[src/rtl/debounce_pulser.sv]
// debounce_pulser
//   Conditions raw, asynchronous, bouncy button inputs for downstream logic.
//   Each channel goes through a two-flop synchroniser and then a debounce FSM
//   with a stability counter. The result is a clean level and a one-cycle
//   press pulse per channel.
//
// Ports
//   clk        system clock, all state updates on posedge
//   reset      asynchronous active-high reset
//   btn_in     raw button inputs, 1 = pressed (asynchronous)
//   btn_level  debounced level per channel (registered)
//   btn_pulse  one-cycle pulse on each accepted press (registered)
//
// Parameters
//   N                number of independent channels (>= 1)
//   DEBOUNCE_CYCLES  stable synchronised samples needed to accept a change (>= 2)
//   CNT_W            stability counter width, derived from DEBOUNCE_CYCLES
//
// Debounce FSM (one per channel)
//   state     | meaning
//   RELEASED  | button accepted as released, level = 0
//   PRESS_CHK | s went high, counting stable high samples
//   PRESSED   | button accepted as pressed, level = 1
//   REL_CHK   | s went low, counting stable low samples, level still 1

module debounce_pulser #(
    parameter int N               = 4,
    parameter int DEBOUNCE_CYCLES = 4,
    parameter int CNT_W           = $clog2(DEBOUNCE_CYCLES)
) (
    input  logic         clk,
    input  logic         reset,
    input  logic [N-1:0] btn_in,
    output logic [N-1:0] btn_level,
    output logic [N-1:0] btn_pulse
);

    typedef enum logic [1:0] {
        RELEASED  = 2'd0,
        PRESS_CHK = 2'd1,
        PRESSED   = 2'd2,
        REL_CHK   = 2'd3
    } state_t;

    // Terminal count: the FSM leaves the check state on this value, so the
    // counter can never wrap.
    localparam logic [CNT_W-1:0] CNT_LAST = CNT_W'(DEBOUNCE_CYCLES - 1);

    logic [N-1:0]     sync_1;
    logic [N-1:0]     sync_s;
    state_t           state     [N];
    state_t           state_nxt [N];
    logic [CNT_W-1:0] cnt       [N];
    logic [CNT_W-1:0] cnt_nxt   [N];
    logic [N-1:0]     level_nxt;
    logic [N-1:0]     pulse_nxt;

    // State register, including the synchroniser and the registered outputs.
    always_ff @(posedge clk or posedge reset) begin
        if (reset) begin
            sync_1    <= '0;
            sync_s    <= '0;
            btn_level <= '0;
            btn_pulse <= '0;
            for (int i = 0; i < N; i++) begin
                state[i] <= RELEASED;
                cnt[i]   <= '0;
            end
        end else begin
            sync_1    <= btn_in;
            sync_s    <= sync_1;
            btn_level <= level_nxt;
            btn_pulse <= pulse_nxt;
            for (int i = 0; i < N; i++) begin
                state[i] <= state_nxt[i];
                cnt[i]   <= cnt_nxt[i];
            end
        end
    end

    // Next-state logic.
    always_comb begin
        for (int i = 0; i < N; i++) begin
            state_nxt[i] = state[i];
            cnt_nxt[i]   = cnt[i];
            case (state[i])
                RELEASED: begin
                    if (sync_s[i]) begin
                        state_nxt[i] = PRESS_CHK;
                        cnt_nxt[i]   = '0;
                    end
                end
                PRESS_CHK: begin
                    if (!sync_s[i]) begin
                        state_nxt[i] = RELEASED;
                    end else if (cnt[i] == CNT_LAST) begin
                        state_nxt[i] = PRESSED;
                    end else begin
                        cnt_nxt[i] = cnt[i] + 1'b1;
                    end
                end
                PRESSED: begin
                    if (!sync_s[i]) begin
                        state_nxt[i] = REL_CHK;
                        cnt_nxt[i]   = '0;
                    end
                end
                REL_CHK: begin
                    if (sync_s[i]) begin
                        state_nxt[i] = PRESSED;
                    end else if (cnt[i] == CNT_LAST) begin
                        state_nxt[i] = RELEASED;
                    end else begin
                        cnt_nxt[i] = cnt[i] + 1'b1;
                    end
                end
                default: begin
                    state_nxt[i] = RELEASED;
                    cnt_nxt[i]   = '0;
                end
            endcase
        end
    end

    // Output logic, computed from the upcoming state so the registered
    // outputs change on the same edge as the state transition.
    always_comb begin
        level_nxt = '0;
        pulse_nxt = '0;
        for (int i = 0; i < N; i++) begin
            level_nxt[i] = (state_nxt[i] == PRESSED) || (state_nxt[i] == REL_CHK);
            // Only a confirmed press raises the pulse; REL_CHK -> PRESSED does not.
            pulse_nxt[i] = (state[i] == PRESS_CHK) && (state_nxt[i] == PRESSED);
        end
    end

endmodule

[config.mk]
export PLATFORM = sky130hd
export DESIGN_NAME = debounce_pulser
export DESIGN_NICKNAME = d
export VERILOG_FILES = /design/src/rtl/debounce_pulser.sv
export SDC_FILE = /design/constraint.sdc
export NUM_CORES = 1
export LEC_CHECK = 0
export ABC_AREA = 1
export CAP_MARGIN = 10
export CORE_UTILIZATION = 40
export DETAILED_ROUTE_END_ITERATION = 10
export PLACE_DENSITY = 0.66
export RECOVER_POWER = 50
export SLEW_MARGIN = 30
export SYNTH_ARGS = -nofsm -noshare
export SYNTH_HDL_FRONTEND = slang
export SYNTH_SLANG_ARGS = --single-unit
[constraint.sdc]
create_clock -name clk -period 1.2 [get_ports clk]
set_input_delay 0.36 -clock clk [delete_from_list [all_inputs] [get_ports clk]]
set_output_delay 0.36 -clock clk [all_outputs]
set_load 0.005 [all_outputs]
==> out/qor.json, run 1 <==
{
  "status": {
    "outcome": "finished, violations left",
    "failed_checks": "DRC"
  },
  "synth": {
    "warning_count_from_the_yosys_run": 0,
    "synthCells": 131,
    "ys_seq_area_frac": 0.6192,
    "synth-seq-cells": 30,
    "syn_nets": 141,
    "synth_area_per_inst_sq_um": 9.255,
    "ys_types": 12,
    "syn_area_sq_um": 1212
  },
  "sta": {
    "max_freq_mhz": 838.8,
    "fin_crit_period_ps": 1192,
    "timing.final.max_slew_violations": 0,
    "period_share": 0.9935,
    "setup_viol": 0,
    "fin_worst_skew_ps": 7.227,
    "hold_ws_ps": 355.4,
    "report.final.hold_viol_count": 0,
    "timing.slew.headroom": 0.5149,
    "timing_worst_slew_pin_value_ps": 727.7,
    "grt_setup_unrepaired": "yes"
  },
  "floorplan": {
    "row_count": 19,
    "coreArea_sq_um": 2805,
    "die_height_um": 57.06,
    "floorplan.die_area_sq_um": 3255,
    "ios": 14,
    "dieWidth_um": 57.06,
    "floorplan.initialDensity": 0.4322
  },
  "drt": {
    "drt.antenna.violating_nets": 0,
    "drt_first_iter_violations": 14,
    "first_pass_iters": 7,
    "avgRoutedWirePerCell_um": 10.10,
    "wirelength_mm": 1.898,
    "remaining_drc_errors": 2,
    "routed-via-count": 895,
    "detail_route.vias_per_cell": 4.761
  },
  "critical_path": {
    "cp_num_buf_inv": 1,
    "setup.worst_path.end_class": "output port",
    "crit_type": "reg2out",
    "crit_required_ps": 840,
    "cpPeakStageDelay_ps": 390,
    "critical_path_start_type": "register",
    "cp_data_arrival_time_ps": 830,
    "worst-path-max-fanout": 2,
    "critical-path-slowest-cell": "sky130_fd_sc_hd__dfrtp_1",
    "worstPathCellList": "buf_2",
    "critPathTopFamily": "flip-flops"
  },
  "clocking": {
    "clock_insertion_delay_worst_skew_ps": 320,
    "cts_hold_buf": 0,
    "htree_num_levels": 2,
    "clock_tree.buffer_depth": 2,
    "clock_tree_from_tritoncts": "built",
    "cts-root-buf": "sky130_fd_sc_hd__clkbuf_4",
    "cts.reportedPaths.clkPinSlew_ps": 100,
    "tritoncts_num_sinks": 30,
    "cts_made_buffers": 5
  },
  "grt": {
    "global_route_wire_length_before_repair_mm": 3.429,
    "number_of_antenna_violations_at_the_first_check_in_global_routing": 0,
    "grt_remaining_overflow": 0,
    "grt.total_usage": 0.1429,
    "grt_max_degree": 31,
    "first_global_vias": 898
  },
  "finish": {
    "nNetsFinal": 166,
    "areaGrowthSynthToFinish_pct": 18.68,
    "final_layout_size_suffix_gt1_frac": 0.1783,
    "diodes": 0,
    "nFillCells": 273,
    "finalCoreUtilization": 0.5129,
    "leading_cell_type_in_the_layout_fill_and_taps_excluded": "sky130_fd_sc_hd__nand2_1",
    "layout.cells.most_common_list": "sky130_fd_sc_hd__nand2_1, sky130_fd_sc_hd__dfrtp_1, sky130_fd_sc_hd__inv_1, sky130_fd_sc_hd__nor2_1, sky130_fd_sc_hd__nand3_1"
  },
  "placement": {
    "place_hpwl_mm": 1.365,
    "globalplace.congestion": 0.7330,
    "portBuffers": 13
  },
  "hold_path": {
    "hold_path.class": "reg2reg"
  },
  "run": {
    "max-cap-violations": 0
  },
  "power_and_ir_drop": {
    "worst_case_vdd_ir_drop_mv": 0.8600,
    "power.density_cell_area_nw_per_um2": 2128,
    "cellLeakagePower_nw": 0.8543
  }
}
layout make-up:
type | count | area, sq um | share of cell area
Tap cell | 31 | 38.79 | 0.02696
Timing Repair Buffer | 20 | 140.1 | 0.09739
Clock inverter | 1 | 5.005 | 0.003478
Clock buffer | 7 | 55.05 | 0.03826
Sequential cell | 30 | 750.7 | 0.5217
Inverter | 21 | 78.83 | 0.05478
Multi-Input combinational cell | 78 | 370.4 | 0.2574
path summary, 6_finish.rpt:
kind                              start            to  slack [ps]  cells after the start
setup / recovery           btn_level[3]  btn_level[3]           8                      1
hold / removal                sync_1[1]     sync_s[1]         360                      0
setup reg to reg           btn_level[1]        cnt[5]         120                      7
hold reg to reg               sync_1[1]     sync_s[1]         360                      0
max in group asynchronous         reset     sync_s[1]         190                      3
min in group asynchronous         reset  btn_pulse[3]         540                      3
Yosys cell counts:
| cell | number | area share |
|---|---|---|
| sky130_fd_sc_hd__ha_1 | 4 | 0.041 |
| sky130_fd_sc_hd__nand2_4 | 1 | 0.0093 |
| sky130_fd_sc_hd__nand3_2 | 1 | 0.0083 |
| sky130_fd_sc_hd__dfrtp_1 | 30 | 0.62 |
| sky130_fd_sc_hd__buf_4 | 2 | 0.012 |
| sky130_fd_sc_hd__nor2_2 | 1 | 0.0052 |
| sky130_fd_sc_hd__o21ai_0 | 6 | 0.025 |
| sky130_fd_sc_hd__nor2_1 | 9 | 0.028 |
| sky130_fd_sc_hd__inv_1 | 21 | 0.065 |
| sky130_fd_sc_hd__nand2_1 | 45 | 0.14 |
| sky130_fd_sc_hd__nand3_1 | 9 | 0.037 |
| sky130_fd_sc_hd__nand2_2 | 2 | 0.010 |
per-stage QoR:
stage / instance area (sq um) / cells / power, mW / TNS (ps) / setup WS [ps]
after global placement: 1416 / 178 / 2.435 / 0 / 29.50
final: 1439 / 188 / 3.062 / 0 / 7.827
after detailed placement: 1416 / 178 / 2.511 / 0 / 15.48
after floorplan: 1212 / 131 / 2.160 / 0 / 177.7
after global routing: 1439 / 188 / 3.353 / -176.5 / -45.29
after CTS: 1436 / 186 / 3.081 / -20.07 / -16.32
registers in the layout (all words and copies together), names as in the netlist:
register,count
sync_s,4
state,6
btn_pulse,4
cnt,8
sync_1,4
btn_level,4
repair_timing:
| item | in CTS | in global routing |
|---|---|---|
| endpoints found under the setup margin | 8 | 8 |
| pin swaps | 0 | 0 |
| buffers inserted | 0 | 2 |
| gates resized for setup | 32 | 1 |
kinds of logic (layout without fill, tap and decap cells):
logic type                 after synthesis  in the layout  share of synthesized area
and+or+nand+nor                         68             68                     0.2374
AOI/OAI and AO/OA                        6              6                    0.02477
adders and majority gates                4              4                    0.04128
buffers and inverters                   23             49                    0.07740
DFF                                     30             30                     0.6192
layer usage:
metal  track usage  vias up  routed length (um)
met3       0.04762        4                  88
met2        0.2487       16                1019
met5             0        -                   0
met1        0.1461      432                 764
li1              -      443                   -
met4       0.09408        0                  26
where the power goes:
| group | internal (mW) | total, mW | leakage [nW] | switching, mW |
|---|---|---|---|---|
| Clock | 0.284 | 0.619 | 0.0353 | 0.336 |
| Sequential | 1.30 | 1.50 | 0.376 | 0.199 |
| Combinational | 0.426 | 0.944 | 0.443 | 0.518 |
| Total | 2.01 | 3.06 | 0.854 | 1.05 |
(Power assumes the default switching activity.)
==> inputs of run 2 (changes only) <==
- CORE_UTILIZATION: 40 -> 53
- PLACE_DENSITY: 0.66 -> 0.85
==> out/qor.json, run 2 (synthesis results as in run 1) <==
{
  "finish": {
    "diodes": 0,
    "max_flop_register": "cnt",
    "largest_register_ff_count": 8,
    "biggestRegsByFlops": "cnt: 8 flops, state: 6 flops",
    "leading_cell_type_in_the_layout_fill_and_taps_excluded": "sky130_fd_sc_hd__nand2_1",
    "areaGrowthSynthToFinish_pct": 15.79,
    "layout.cells.most_common_list": "sky130_fd_sc_hd__nand2_1, sky130_fd_sc_hd__dfrtp_1, sky130_fd_sc_hd__inv_1, sky130_fd_sc_hd__nor2_1, sky130_fd_sc_hd__nand3_1",
    "nNetsFinal": 164,
    "final_layout_size_suffix_gt1_frac": 0.1558
  },
  "clocking": {
    "cts-root-buf": "sky130_fd_sc_hd__clkbuf_4",
    "htree_num_levels": 2,
    "cts_made_buffers": 5,
    "cts.reportedPaths.clkPinSlew_ps": 90,
    "cts_hold_buf": 0,
    "clock_tree_from_tritoncts": "built",
    "tritoncts_num_sinks": 30,
    "clock_insertion_delay_worst_skew_ps": 320,
    "clock_tree.buffer_depth": 2
  },
  "sta": {
    "timing.final.max_slew_violations": 0,
    "report.final.hold_viol_count": 0,
    "grt_setup_unrepaired": "yes",
    "hold_ws_ps": 351.1,
    "max_freq_mhz": 835.6,
    "timing_worst_slew_pin_value_ps": 695.8,
    "period_share": 0.9973,
    "fin_crit_period_ps": 1197,
    "fin_worst_skew_ps": 8.670,
    "timing.final.ws_setup_ps": 3.278,
    "timing.slew.headroom": 0.5362,
    "tns_ps": 0,
    "setup_viol": 0
  },
  "critical_path": {
    "worst_r2r_startpoint": "cnt[2]",
    "capturing_element_of_the_worst_setup_path": "btn_level[3]",
    "critPathTopFamily": "flip-flops",
    "worstPathCellList": "buf_2",
    "critical_path_start_type": "register",
    "cpPeakStageDelay_ps": 390,
    "setup.worst_path.end_class": "output port",
    "crit_type": "reg2out",
    "reg2reg_setup_slack_ps": 80,
    "worst-r2r-cell-count": 5,
    "worst-path-max-fanout": 2,
    "worstSetupPathDepth": 1,
    "cp_num_buf_inv": 1,
    "critical-path-slowest-cell": "sky130_fd_sc_hd__dfrtp_1",
    "cp_data_arrival_time_ps": 840,
    "worst_r2r_endpoint": "cnt[3]",
    "critical_path.startpoint": "btn_level[3]",
    "crit_required_ps": 840
  },
  "placement": {
    "globalplace.congestion": 0.8126,
    "portBuffers": 13,
    "place_hpwl_mm": 1.380,
    "placement.setup.worst_slack_ps": 9.896
  },
  "drt": {
    "detail_route.vias_per_cell": 4.884,
    "wirelength_mm": 1.881,
    "avgRoutedWirePerCell_um": 10.39,
    "first_pass_iters": 4,
    "drt_first_iter_violations": 11,
    "remaining_drc_errors": 0,
    "drt.antenna.violating_nets": 0,
    "routed-via-count": 884
  },
  "floorplan": {
    "coreArea_sq_um": 2062,
    "floorplan.initialDensity": 0.5880,
    "row_count": 16,
    "dieWidth_um": 49.83,
    "floorplan.die_area_sq_um": 2483,
    "die_height_um": 49.83,
    "ios": 14
  },
  "grt": {
    "grt_remaining_overflow": 0,
    "global_route_wire_length_before_repair_mm": 3.401,
    "grt.total_usage": 0.1963,
    "first_global_vias": 854,
    "grt_max_degree": 31,
    "number_of_antenna_violations_at_the_first_check_in_global_routing": 0
  },
  "power_and_ir_drop": {
    "cellLeakagePower_nw": 0.8352,
    "worst_case_vdd_ir_drop_mv": 1.545,
    "power.density_cell_area_nw_per_um2": 2107
  },
  "hold_path": {
    "hold_path.class": "reg2reg"
  },
  "status": {
    "outcome": "complete, no violations"
  },
  "run": {
    "max-cap-violations": 0
  }
}
## run 2: changes by cell type in the layout (fill, tap and decap cells not counted)
cell                       previous run  this run
sky130_fd_sc_hd__clkbuf_8             1         0
sky130_fd_sc_hd__buf_4                6         4
sky130_fd_sc_hd__clkbuf_1             1         2
sky130_fd_sc_hd__clkinv_2             1         0
## run 2: worst min-delay path by stage
stage               startpoint   endpoint  slack (ps)  depth (start not counted)
global route         sync_1[1]  sync_s[1]         370                          0
floorplan            sync_1[0]  sync_s[0]         330                          0
CTS                  sync_1[3]  sync_s[3]         350                          0
finish               sync_1[3]  sync_s[3]         350                          0
detailed placement   sync_1[1]  sync_s[1]         340                          0
global placement     sync_1[2]  sync_s[2]         340                          0
## run 2: metal layers
layer  GRT usage  routed length, um  vias to the layer above
met3     0.08642                 79                        5
met1      0.1781                751                      422
met4      0.1238                 51                        0
met5           0                  0                        -
met2      0.3491                999                       12
li1            -                  -                      445
## run 2: timing repair
item,CTS,global route
resized for setup,32,1
buffers inserted,0,1
setup endpoints to repair,8,11
pin swaps,0,1
gates cloned,0,0
## run 2: where the power goes
part	switching (mW)	internal (mW)	leakage (nW)	total, mW
Sequential	0.198	1.30	0.376	1.50
Clock	0.311	0.220	0.0254	0.532
Combinational	0.525	0.403	0.434	0.928
Total	1.03	1.92	0.835	2.96
## run 2: cell type report
cell class,count,area [sq um]
flip-flops and latches,30,750.7
fillers,163,658.1
multi-input cells,78,370.4
repair buffers,18,125.1
inverters,21,78.83
clock buffers,7,45.04
well taps,27,33.78
## run 2: metrics by stage
stage               utilization  instances  total power, mW  instance area (sq um)
detailed placement       0.6808        173            2.517                   1404
CTS                      0.6833        180            2.981                   1409
global route             0.6808        181            3.223                   1404
global placement         0.6808        173            2.415                   1404
floorplan                     -        131            2.160                   1212
finish                   0.6808        181            2.957                   1404
==> inputs of run 3 (changes only) <==
- CORE_UTILIZATION: 53 -> 48
- PLACE_DENSITY: 0.85 -> 0.82
- clock period: 1.2 -> 1 ns (I/O delays scaled with it)
==> out/qor.json, run 3 (synthesis results as in run 1) <==
{
  "status": {
    "outcome": "finished, violations left",
    "failed_checks": "setup timing"
  },
  "drt": {
    "wirelength_mm": 2.687,
    "detail_route.vias_per_cell": 5.061,
    "drt_first_iter_violations": 26,
    "routed-via-count": 997,
    "drt.antenna.violating_nets": 0,
    "remaining_drc_errors": 0,
    "route.top_layer_used": "met4",
    "avgRoutedWirePerCell_um": 13.64,
    "wl_met1_um": 988,
    "dr_wl_met2_mm": 1.546,
    "first_pass_iters": 4,
    "met3WireLength_um": 106
  },
  "critical_path": {
    "cpPeakStageDelay_ps": 390,
    "critical-path-slowest-cell": "sky130_fd_sc_hd__dfrtp_1",
    "crit_required_ps": 700,
    "worstPathCellList": "buf_2",
    "crit_type": "reg2out",
    "critPathTopFamily": "flip-flops",
    "cp_num_buf_inv": 1,
    "critical_path_start_type": "register",
    "cp_data_arrival_time_ps": 830,
    "worst-path-max-fanout": 2,
    "setup.worst_path.end_class": "output port"
  },
  "floorplan": {
    "dieWidth_um": 52.26,
    "ios": 14,
    "row_count": 17,
    "floorplan.die_area_sq_um": 2731,
    "coreArea_sq_um": 2297,
    "die_height_um": 52.26,
    "floorplan.initialDensity": 0.5278
  },
  "grt": {
    "grt.total_usage": 0.2123,
    "grt_max_degree": 31,
    "number_of_antenna_violations_at_the_first_check_in_global_routing": 0,
    "grt_remaining_overflow": 0,
    "global_route_wire_length_before_repair_mm": 4.057,
    "first_global_vias": 1011
  },
  "finish": {
    "nFillCells": 144,
    "nNetsFinal": 180,
    "max_flop_register": "cnt",
    "final_layout_size_suffix_gt1_frac": 0.4497,
    "biggestRegsByFlops": "cnt: 8 flops, state: 6 flops",
    "layout.cells.most_common_list": "sky130_fd_sc_hd__nand2_1, sky130_fd_sc_hd__dfrtp_1, sky130_fd_sc_hd__inv_1, sky130_fd_sc_hd__buf_4, sky130_fd_sc_hd__nand2_2",
    "largest_register_ff_count": 8,
    "diodes": 0,
    "layout.cells.non_filler": 197,
    "leading_cell_type_in_the_layout_fill_and_taps_excluded": "sky130_fd_sc_hd__nand2_1",
    "areaGrowthSynthToFinish_pct": 43.86
  },
  "clocking": {
    "clock_tree_from_tritoncts": "built",
    "htree_num_levels": 2,
    "cts-root-buf": "sky130_fd_sc_hd__clkbuf_4",
    "cts_hold_buf": 0,
    "clock_tree.buffer_depth": 2,
    "tritoncts_num_sinks": 30,
    "cts_made_buffers": 5,
    "cts.reportedPaths.clkPinSlew_ps": 80,
    "clock_insertion_delay_worst_skew_ps": 310
  },
  "power_and_ir_drop": {
    "power.density_cell_area_nw_per_um2": 2653,
    "totalPowerFinal_mw": 4.628,
    "net-switching-power_mw": 1.742,
    "cellLeakagePower_nw": 0.9665,
    "worst_case_vdd_ir_drop_mv": 1.590,
    "intPower_mw": 2.886,
    "netSwitchingFraction": 0.3764,
    "proportion_of_power_drawn_by_combinational_gates": 0.445,
    "clockPowerShare": 0.146,
    "pwr-share-seq": 0.409
  },
  "run": {
    "max-cap-violations": 0
  },
  "sta": {
    "fin_worst_skew_ps": 6.381,
    "period_share": 1.129,
    "fin_crit_period_ps": 1129,
    "timing.final.max_slew_violations": 0,
    "grt_setup_unrepaired": "yes",
    "timing.final.ws_setup_ps": -128.5,
    "hold_ws_ps": 356.5,
    "max_freq_mhz": 886.1,
    "timing.slew.headroom": 0.7280,
    "timing_worst_slew_pin_value_ps": 407.9,
    "setup_viol": 12,
    "report.final.hold_viol_count": 0
  },
  "placement": {
    "place.detailed.instances": 181,
    "place_hpwl_mm": 1.654,
    "globalplace.congestion": 0.7249,
    "portBuffers": 13
  },
  "hold_path": {
    "hold_path.class": "reg2reg"
  }
}
## run 3: cell types whose count changed in the layout (fill, tap and decap cells not counted), sizes merged
cell,before,now
dlygate4sd3,4,5
clkbuf,8,7
buf,12,28
clkdlybuf4s50,1,0
## run 3: layer usage
layer	GRT usage	up-vias
met3	0.06087	8
met4	0.06579	0
li1	-	473
met5	0	-
met1	0.2140	495
met2	0.4124	21
## run 3: repair_timing
| action | in CTS | in global routing |
|---|---|---|
| endpoints found under the setup margin | 22 | 22 |
| gates resized for setup | 43 | 45 |
| pin swaps | 9 | 15 |
| setup buffers | 5 | 5 |
## run 3: final cells by class
| cell class | count | area (sq um) | area share |
|---|---|---|---|
| sequential | 30 | 750.7 | 0.4304 |
| inverter | 21 | 78.83 | 0.04519 |
| clock buffer | 6 | 51.30 | 0.02941 |
| timing repair buffer | 34 | 270.3 | 0.1549 |
| tap | 28 | 35.03 | 0.02009 |
| multi-input combinational | 78 | 558.0 | 0.3199 |
## run 3: path summary, 6_finish.rpt
path,slack (ps),start,end,cells past startpoint
setup / recovery,-130,btn_level[3],btn_level[3],1
hold / removal,360,sync_1[3],sync_s[3],0
setup reg to reg,-50,sync_s[0],state[6],5
hold reg to reg,360,sync_1[3],sync_s[3],0
max in group asynchronous,140,reset,sync_s[0],3
min in group asynchronous,570,reset,cnt[0],3
## run 3: stage by stage
step	utilization	TNS (ps)	cell area, sq um	worst slack (ps)
after CTS	0.6792	-942.6	1560	-138.6
after floorplan	-	0	1225	15.14
after detailed placement	0.6400	-1234	1470	-142.7
after global placement	0.6400	-763.4	1470	-110.3
after global routing	0.7593	-1634	1744	-162.2
final	0.7593	-1007	1744	-128.5
## run 3: power groups by stage
stage / logic [mW] / registers (mW) / clock network [mW]
final: 2.06 / 1.89 / 0.677
after global routing: 2.28 / 1.93 / 0.744
after CTS: 1.45 / 1.82 / 0.690
after detailed placement: 1.37 / 1.82 / 0
after global placement: 1.26 / 1.79 / 0
after floorplan: 0.811 / 1.80 / 0
